### src/rtl/lag_link_input_buffer_pkg.sv
// Shared LAG router types: flit and channel-control payloads, link buffer defaults,
// and the modulo pointer increment used by the input-side buffers.
package lag_link_input_buffer_pkg;

  localparam int unsigned LAG_LINK_BUF_DEPTH_DEFAULT = 4;
  localparam int unsigned LAG_PTR_W                  = 4;

  typedef struct packed {
    logic        head;
    logic        tail;
    logic [3:0]  dest;
    logic [25:0] data;
  } flit_t;

  typedef struct packed {
    logic       credit;
    logic [3:0] vc;
  } chan_cntrl_t;

  // Wrap at depth-1 with an explicit compare so non-power-of-two depths work.
  function automatic logic [LAG_PTR_W-1:0] lag_ptr_inc(input logic [LAG_PTR_W-1:0] ptr,
                                                       input int unsigned          depth);
    if (32'(ptr) == depth - 32'd1) return '0;
    return ptr + LAG_PTR_W'(1);
  endfunction

endpackage

### src/rtl/lag_link_buffer_mem.sv
// Flit storage for the link buffer: one synchronous write port, one async read port.
module lag_link_buffer_mem
  import lag_link_input_buffer_pkg::*;
#(
  parameter int unsigned depth = LAG_LINK_BUF_DEPTH_DEFAULT,
  parameter int unsigned aw    = (depth > 1) ? $clog2(depth) : 1
) (
  input  logic          clk,
  input  logic          we,
  input  logic [aw-1:0] waddr,
  input  flit_t         wdata,
  input  logic [aw-1:0] raddr,
  output flit_t         rdata
);

  flit_t r_mem [depth];

  always_ff @(posedge clk) begin
    if (we) r_mem[waddr] <= wdata;
  end

  assign rdata = r_mem[raddr];

endmodule

### src/rtl/lag_link_input_buffer.sv
// Router input link buffer: captures flits off the channel, presents the head flit
// to the crossbar, returns one credit per dequeue and flags flow-control violations.
module lag_link_input_buffer
  import lag_link_input_buffer_pkg::*;
#(
  parameter  int unsigned depth = LAG_LINK_BUF_DEPTH_DEFAULT,
  localparam int unsigned cnt_w = $clog2(depth + 1)
) (
  input  logic             clk,
  input  logic             rst_n,
  input  flit_t            data_in,
  input  logic             valid_in,
  output flit_t            data_out,
  output logic             valid_out,
  input  logic             deq,
  output logic             credit_out,
  output logic [cnt_w-1:0] occupancy,
  output logic             overflow_err,
  output logic             underflow_err
);

  localparam int unsigned AW = (depth > 1) ? $clog2(depth) : 1;

  logic [LAG_PTR_W-1:0] r_wr_ptr;
  logic [LAG_PTR_W-1:0] r_rd_ptr;
  logic [cnt_w-1:0]     r_occ;
  logic                 r_credit;
  logic                 r_ovf;
  logic                 r_udf;

  logic  w_empty;
  logic  w_full;
  logic  w_deq_ok;
  logic  w_wr;
  flit_t w_rdata;

  assign w_empty  = (r_occ == '0);
  assign w_full   = (r_occ == cnt_w'(depth));
  assign w_deq_ok = deq && !w_empty;
  // A full buffer still accepts when the same-cycle dequeue frees the head slot.
  assign w_wr     = valid_in && (!w_full || w_deq_ok);

  lag_link_buffer_mem #(
    .depth (depth),
    .aw    (AW)
  ) u_mem (
    .clk   (clk),
    .we    (w_wr),
    .waddr (AW'(r_wr_ptr)),
    .wdata (data_in),
    .raddr (AW'(r_rd_ptr)),
    .rdata (w_rdata)
  );

  always_ff @(posedge clk) begin
    if (!rst_n) begin
      r_wr_ptr <= '0;
      r_rd_ptr <= '0;
      r_occ    <= '0;
      r_credit <= 1'b0;
      r_ovf    <= 1'b0;
      r_udf    <= 1'b0;
    end else begin
      if (w_wr)     r_wr_ptr <= lag_ptr_inc(r_wr_ptr, depth);
      if (w_deq_ok) r_rd_ptr <= lag_ptr_inc(r_rd_ptr, depth);
      if (w_wr && !w_deq_ok)      r_occ <= r_occ + cnt_w'(1);
      else if (!w_wr && w_deq_ok) r_occ <= r_occ - cnt_w'(1);
      r_credit <= w_deq_ok;
      if (valid_in && w_full && !w_deq_ok) r_ovf <= 1'b1;
      if (deq && w_empty)                  r_udf <= 1'b1;
    end
  end

  assign valid_out     = !w_empty;
  assign data_out      = w_empty ? '0 : w_rdata;
  assign occupancy     = r_occ;
  assign credit_out    = r_credit;
  assign overflow_err  = r_ovf;
  assign underflow_err = r_udf;

endmodule

### config.mk
export PLATFORM = sky130hd
export DESIGN_NAME = lag_link_input_buffer
export DESIGN_NICKNAME = d
export VERILOG_FILES = /design/src/rtl/lag_link_input_buffer_pkg.sv /design/src/rtl/lag_link_buffer_mem.sv /design/src/rtl/lag_link_input_buffer.sv
export SDC_FILE = /design/constraint.sdc
export NUM_CORES = 1
export LEC_CHECK = 0
export ABC_AREA = 1
export CAP_MARGIN = 30
export CORE_MARGIN = 8
export CORE_UTILIZATION = 44
export DETAILED_ROUTE_END_ITERATION = 8
export PLACE_DENSITY = 0.75
export SLEW_MARGIN = 10
export SYNTH_ARGS = -nofsm -noshare
export SYNTH_HDL_FRONTEND = slang
export SYNTH_SLANG_ARGS = --single-unit
### constraint.sdc
create_clock -name clk -period 4.9 [get_ports clk]
set_clock_uncertainty 0.2 [all_clocks]
set_input_delay 0.49 -clock clk [delete_from_list [all_inputs] [get_ports clk]]
set_output_delay 0.49 -clock clk [all_outputs]
set_load 0.01 [all_outputs]
==> results of run 1 <==
## routing by layer
layer / GRT usage / vias up / share of wire
met5: 0 / - / 0
met4: 0.0581 / 0 / 0.011
met3: 0.0487 / 12 / 0.070
met2: 0.271 / 138 / 0.52
met1: 0.189 / 1868 / 0.40
li1: - / 1854 / -
## synthesized netlist by cell type, drive strengths merged
cell | number | share of area
nor2 | 150 | 0.099
o21ai | 67 | 0.058
xor2 | 1 | 0.0015
dfxtp | 16 | 0.055
nand4 | 2 | 0.0022
fa | 1 | 0.0035
clkbuf | 7 | 0.0046
nand2 | 31 | 0.021
inv | 21 | 0.014
nand3 | 4 | 0.0035
ha | 6 | 0.013
edfxtp | 128 | 0.67
o21bai | 1 | 0.0013
o21a | 1 | 0.0013
nand3b | 1 | 0.0013
a21oi | 38 | 0.034
buf | 16 | 0.021
## how the worst max path moves through the flow
| stage | end | slack [ns] | depth (start not counted) |
|---|---|---|---|
| global route | data_out[2] | 0.91 | 6 |
| finish | data_out[7] | 1.18 | 6 |
| detailed placement | data_out[22] | 1.56 | 6 |
| floorplan | u_mem.r_mem[0][0] | 2.12 | 4 |
| CTS | data_out[7] | 1.11 | 6 |
| global placement | data_out[22] | 1.48 | 5 |
## sequential cells by signal, indices dropped and copies added, names as in the netlist, named ones only
name / count
u_mem.r_mem: 128
r_rd_ptr: 4
r_wr_ptr: 4
occupancy: 3
credit_out: 1
overflow_err: 1
underflow_err: 1
## metrics by stage
stage / utilization / cells / power (W) / hold WS [ns]
finish: 0.565 / 757 / 0.00419 / 0.256
global placement: 0.508 / 719 / 0.00284 / 0.249
global route: 0.565 / 757 / 0.00440 / 0.278
floorplan: - / 491 / 0.00228 / 0.258
CTS: 0.564 / 756 / 0.00422 / 0.265
detailed placement: 0.517 / 724 / 0.00290 / 0.255
## report_power, final
group	switching [W]	internal [W]	leakage, nW
sequential	0.0000818	0.00146	1.31
clock	0.000480	0.000842	0.295
combinational	0.000739	0.000588	0.973
total	0.00130	0.00289	2.57
## logic make-up after synthesis
group           count (synthesis)
flops                         144
fa+ha+maj                       7
compound gates                107
buf+inv                        44
xor+xnor                        1
simple gates                  188
## layout make-up
class	instances	area share
Multi-Input combinational cell	303	0.191
Tap cell	176	0.0299
Clock inverter	9	0.0180
Inverter	21	0.0107
Clock buffer	23	0.0649
Timing Repair Buffer	81	0.119
Sequential cell	144	0.566
## cell usage in the layout, fill, tap and decap left out, drive strengths merged, types with 6 or more instances in the layout
cell / n
a21oi: 38
buf: 7
clkbuf: 23
clkdlybuf4s50: 74
dfxtp: 16
edfxtp: 128
ha: 6
inv: 22
nand2: 31
nor2: 150
o21ai: 67
## worst max-delay path, cell delays in order, from the launching register on
cell and delay (ns):
sky130_fd_sc_hd__dfxtp_2 0.78, sky130_fd_sc_hd__inv_1 0.53, sky130_fd_sc_hd__buf_8 0.30, sky130_fd_sc_hd__nor2_1 0.12, sky130_fd_sc_hd__o21ai_1 0.08, sky130_fd_sc_hd__a21oi_1 0.20
sky130_fd_sc_hd__clkdlybuf4s50_1 0.59
==> results.rst, run 1 <==
.. list-table::
   :header-rows: 1

   * - Metric
     - Value
   * - Combinational family with the most area after synthesis
     - simple AND/OR/NAND/NOR gates
   * - Post-synthesis share of cell area spent on xor and xnor gates
     - 0.00152
   * - Power density over cell area
     - between 500 and 600 mW/mm^2
   * - Tightest Pin Transition
     - 0.725 ns
   * - Clock tree from TritonCTS
     - done
   * - Final Hold Vio Count
     - 0
   * - Vias post-DR
     - between 3000 and 4000
   * - Effective utilization at floorplan
     - 0.443
   * - Peak supply drop
     - about 290 uV
   * - Outcome
     - finished, final reports clean
   * - Number of buffers on the longest clock path
     - 2
   * - Adder-Cell Fraction of Synth Area
     - 0.0165
   * - DP HPWL
     - about 8100 um
   * - Critical path endpoint category
     - output port
   * - Area used by multi-input combinational logic
     - 0.00141 mm^2
   * - Die height
     - about 130 um
   * - Initial antenna violation count
     - 0
   * - Clock slew seen by the registers of the worst setup and hold paths
     - approximately 0.06 ns
   * - Time the worst path needs with I/O delays and setup
     - ~3.7 ns
   * - Cells after Synth
     - roughly 500
   * - Layout overhead on the synthesized area
     - 27.6%
   * - Cts repair resizes
     - 0
   * - Worst r2r src
     - occupancy[0]
   * - Number of setup buffers added after CTS
     - 0
   * - Wire length per cell
     - 17.3 um
   * - WHS Endpoint
     - underflow_err
   * - End of the worst register-to-register path
     - u_mem.r_mem[1][21]
   * - Sum Neg Setup Slack
     - 0 ns
   * - Final Setup Violations
     - 0
   * - GRT Residual Overflow
     - 0
   * - Sinks on the clock net
     - between 100 and 150
   * - Number of buffers added to fix hold violations after cts
     - 0
   * - Layout Nets
     - between 600 and 700
   * - Worst setup slack for register-to-register paths
     - about 2.6 ns
   * - Area of all sequential standard cells
     - 0.00417 mm^2
   * - Largest net degree at the start of global routing
     - 65
   * - Number of max-capacitance violations reported
     - 0
   * - Clock latency on the worst-skew pair
     - between 0.4 and 0.5 ns
   * - Worst Path Max Fanout
     - 33
   * - Die area
     - between 0.015 and 0.02 mm^2
   * - Drt first pass iters
     - 5
   * - Slew headroom
     - 0.516
   * - Number of instances on the worst hold path
     - 2
   * - Vias in the first global route
     - 4062
   * - Residual antenna-violating net count after detailed routing
     - 0
   * - Root buffer selected by CTS
     - sky130_fd_sc_hd__clkbuf_16
   * - Global-route total usage across every layer
     - 0.160
   * - Total wirelength of the detailed-routed design
     - roughly 13000 um
   * - Number of placed I/O pins
     - 75
   * - Placed standard-cell area
     - 0.00673 mm^2
   * - Fraction of final layout cells sized beyond drive strength 1
     - 0.0809
   * - Crit path kind
     - flip-flop to output port
   * - Pre-CTS worst setup slack
     - between 1.5 and 2 ns
   * - Sequential area share after synthesis
     - 0.721
   * - Static power due to leakage
     - around 2.6 nW
   * - Worst reg2reg path depth
     - 5
   * - Global placement routability congestion
     - approximately 0.7
   * - Summed instance area of the synthesized netlist
     - between 0.005 and 0.006 mm^2
   * - Number of fill cells
     - 1091
   * - Type of the most critical hold path
     - flip-flop to flip-flop
   * - Core region area
     - roughly 0.013 mm^2
   * - Total non-filler cell area in the finished layout
     - between 0.007 and 0.008 mm^2
   * - Proportion of synthesized area in mux cells
     - 0
   * - Least setup slack across all paths after layout
     - between 1 and 1.5 ns
   * - Horizontal extent of the die
     - ~130 um
   * - Arrival time reported for the critical path endpoint
     - roughly 3.0 ns
   * - Data required time at the worst endpoint
     - 4.21 ns
   * - Origin of the worst min-delay path
     - underflow_err
   * - Number of design-rule violations left by the first detailed-router iteration
     - between 300 and 400
   * - Cts bufs inserted
     - 17
   * - Compound-cell area share of the yosys netlist
     - 0.0943
   * - Average size of a mapped cell
     - about 12 um^2
   * - Flop and latch count out of synthesis
     - 144
   * - Post-route DRC
     - 0
   * - Maximum achievable frequency
     - ~270 MHz
   * - Mapped Nets
     - ~530
   * - Core Rows
     - 42
   * - Total number of yosys warnings
     - 0
   * - Number of pins with negative max-slew slack in the final report
     - 0
   * - Total inserted antenna cells
     - 0
   * - Share of the clock period used by the worst path after layout
     - 0.759
   * - First-pass GRT wire length
     - roughly 21000 um
   * - Vias per std cell
     - 5.11
   * - Distinct cell type count of the synthesized netlist
     - 24
   * - CTS H-tree depth
     - 4
   * - Number of I/O port buffers
     - 74
   * - Startpoint type of the worst setup path
     - flip-flop
   * - Setup repair after global routing missed its margin
     - no
   * - Simple-gate share of the synthesized area
     - 0.127
Power figures use the tool's default switching activity.
==> inputs of run 2 (changes only) <==
- clock period: 4.9 -> 3.9 ns (I/O delays scaled with it)
==> results.rst, run 2 (synthesis gave the netlist of run 1 again) <==
.. list-table::
   :header-rows: 1

   * - Metric
     - Value
   * - Outcome
     - finished, final reports clean
   * - Share of the clock period used by the worst path after layout
     - 0.878
   * - Startpoint type of the worst setup path
     - flip-flop
   * - Flip-flop count of the largest register, all copies and words added
     - 128 (unchanged)
   * - Most heavily used metal layer in global routing
     - met2
   * - Met1 layer usage reported by global route
     - 0.173 (-0.0158)
   * - Worst path cell trace
     - inv_2 > buf_4 > o21ai_0 > a21oi_1 > clkdlybuf4s50_1
   * - Number of design-rule violations left by the first detailed-router iteration
     - 381 (+9.8%)
   * - Crit path kind
     - flip-flop to output port
   * - Worst Path Max Fanout
     - 38 (+15%)
   * - Die height
     - 131 um (unchanged)
   * - Peak supply drop
     - 360 uV (+25%)
   * - Largest net degree at the start of global routing
     - 39 (-40%)
   * - Maximum achievable frequency
     - just under 300 MHz
   * - Fraction of final layout cells sized beyond drive strength 1
     - 0.0875 (+0.00658)
   * - Tightest Pin Transition
     - 0.722 ns (-0.00322 ns)
   * - Registers with the highest flip-flop counts
     - u_mem.r_mem x128, r_rd_ptr x4, r_wr_ptr x4
   * - Residual antenna-violating net count after detailed routing
     - 0 (unchanged)
   * - Vias per std cell
     - 5.11 (-0.19%)
   * - Core region area
     - 0.0130 mm^2 (unchanged)
   * - Delay of the slowest critical-path stage
     - 0.72 ns (-0.06 ns)
   * - Final design utilization
     - 0.562 (-0.00307)
   * - Sinks on the clock net
     - 144 (unchanged)
   * - Number of placed I/O pins
     - 75 (unchanged)
   * - Slew headroom
     - 0.519 (+0.00285)
   * - Bufs and invs on worst path
     - 3 (unchanged)
   * - Number of max-capacitance violations reported
     - 0 (unchanged)
   * - Clock tree from TritonCTS
     - done
   * - Clock latency on the worst-skew pair
     - 0.41 ns (about the same)
   * - Met3 demand-to-capacity share in global routing
     - 0.0459 (-0.00284)
   * - Global placement routability congestion
     - 0.711 (-1.1%)
   * - Effective utilization at floorplan
     - 0.443 (unchanged)
   * - DP HPWL
     - 8080 um (+0.13%)
   * - Cts bufs inserted
     - 17 (unchanged)
   * - Register containing the most flip-flops in the final layout
     - u_mem.r_mem
   * - Met2 routing resource usage after global routing
     - 0.273 (+0.00182)
   * - Wire length per cell
     - 16.8 um (-3.1%)
   * - Most used cells in the layout excluding fill and tap cells
     - sky130_fd_sc_hd__nor2_1 (145), sky130_fd_sc_hd__edfxtp_1 (128), sky130_fd_sc_hd__clkdlybuf4s50_1 (74)
   * - Clock slew seen by the registers of the worst setup and hold paths
     - 0.06 ns (about the same)
   * - Root buffer selected by CTS
     - sky130_fd_sc_hd__clkbuf_16
   * - Horizontal extent of the die
     - 131 um (unchanged)
   * - Sum Neg Setup Slack
     - 0 ns (unchanged)
   * - Placed standard-cell area
     - 0.00671 mm^2 (-0.37%)
   * - Final Hold Vio Count
     - 0 (unchanged)
   * - Time the worst path needs with I/O delays and setup
     - 3.42 ns
   * - Number of I/O port buffers
     - 74 (unchanged)
   * - Worst r2r src
     - occupancy[0]
   * - Initial antenna violation count
     - 0 (unchanged)
   * - Setup repair after global routing missed its margin
     - no
   * - Type of the most critical hold path
     - flip-flop to flip-flop
   * - Critical path endpoint category
     - output port
   * - Power density over cell area
     - 713 mW/mm^2 (+25%)
   * - Total wirelength of the detailed-routed design
     - 12700 um (-2.8%)
   * - Origin of the worst min-delay path
     - underflow_err
   * - Core Rows
     - 42 (unchanged)
   * - Slowest CP cell
     - sky130_fd_sc_hd__dfxtp_2
   * - Number of buffers added to fix hold violations after cts
     - 0 (unchanged)
   * - Static power due to leakage
     - 2.55 nW (-1.0%)
   * - Final Setup Violations
     - 0 (unchanged)
   * - Die area
     - 0.0170 mm^2 (unchanged)
   * - Drt first pass iters
     - 5 (unchanged)
   * - First-pass GRT wire length
     - 20000 um (-3.2%)
   * - Total non-filler cell area in the finished layout
     - 0.00732 mm^2 (-0.54%)
   * - Layout overhead on the synthesized area
     - 26.9%
   * - Number of buffers on the longest clock path
     - 2 (unchanged)
   * - Most common library cell in the layout ignoring fill and taps
     - sky130_fd_sc_hd__nor2_1
   * - Global-route total usage across every layer
     - 0.156 (-0.00443)
   * - Kind of cell adding the most delay to the critical path
     - buffers and inverters
   * - Arrival time reported for the critical path endpoint
     - 2.83 ns (-0.20 ns)
   * - Data required time at the worst endpoint
     - 3.31 ns (-0.90 ns)
   * - CTS H-tree depth
     - 4 (unchanged)
   * - Layout Nets
     - 613 (+0.33%)
   * - Final worst hold slack
     - 0.258 ns (+0.00190 ns)
   * - GRT Residual Overflow
     - 0 (unchanged)
   * - Number of pins with negative max-slew slack in the final report
     - 0 (unchanged)
   * - # placed instances
     - 725 (+0.14%)
   * - Post-route DRC
     - 0 (unchanged)
   * - Total inserted antenna cells
     - 0 (unchanged)
   * - Vias in the first global route
     - 4003 (-1.5%)
   * - Count of placed standard cells in the final layout, fillers left out
     - 759 (+0.26%)
   * - Vias post-DR
     - 3875 (+0.077%)
[run 2: cell types whose count changed in the layout (fill, tap and decap cells not counted), sizes merged]
| cell | previous run | this run |
|---|---|---|
| buf | 7 | 9 |
| inv | 22 | 21 |
| clkinvlp | 1 | 5 |
| clkinv | 4 | 5 |
| clkbuf | 23 | 19 |
[run 2: through the flow]
step | power, W | setup WS (ns)
after floorplan | 0.00286 | 1.12
after global placement | 0.00357 | 0.656
after detailed placement | 0.00364 | 0.657
after CTS | 0.00525 | 0.206
after global routing | 0.00548 | 0.276
final | 0.00522 | 0.478
[run 2: worst register-to-register path, cell delays in order, from the launching register on]
cell	delay, ns
sky130_fd_sc_hd__dfxtp_1	0.46
sky130_fd_sc_hd__nor2_4	0.08
sky130_fd_sc_hd__nand2_1	0.09
sky130_fd_sc_hd__nand2_1	0.30
sky130_fd_sc_hd__nor2_4	0.49
sky130_fd_sc_hd__buf_4	0.40
[run 2: metal layers]
metal  vias up  part of all wire
li1       1856                 -
met1      1862              0.41
met2       135              0.51
met3        22             0.061
met4         0             0.016
met5         -                 0
[run 2: area by class of cell]
type / instances / area (um^2)
fill: 1092 / 5710
sequential: 144 / 4170
multi-input combinational: 303 / 1410
timing repair buffer: 83 / 848
clock buffer: 19 / 433
tap: 176 / 220
clock inverter: 13 / 164
inverter: 21 / 82.6
[run 2: path summary, 6_finish.rpt]
kind / to / slack [ns] / cells after the start
setup reg to reg: u_mem.r_mem[2][3] / 1.53 / 5
hold / removal: underflow_err / 0.26 / 2
setup / recovery: data_out[29] / 0.48 / 5
hold reg to reg: underflow_err / 0.26 / 2
[run 2: repair_timing]
item	in CTS	in global routing
buffers inserted	0	2
endpoints found under the setup margin	0	1
resized for setup	0	1
[run 2: report_power, final]
group | total, W | internal, W | switching (W)
Combinational | 0.00163 | 0.000735 | 0.000897
Clock | 0.00162 | 0.00101 | 0.000611
Sequential | 0.00197 | 0.00184 | 0.000136
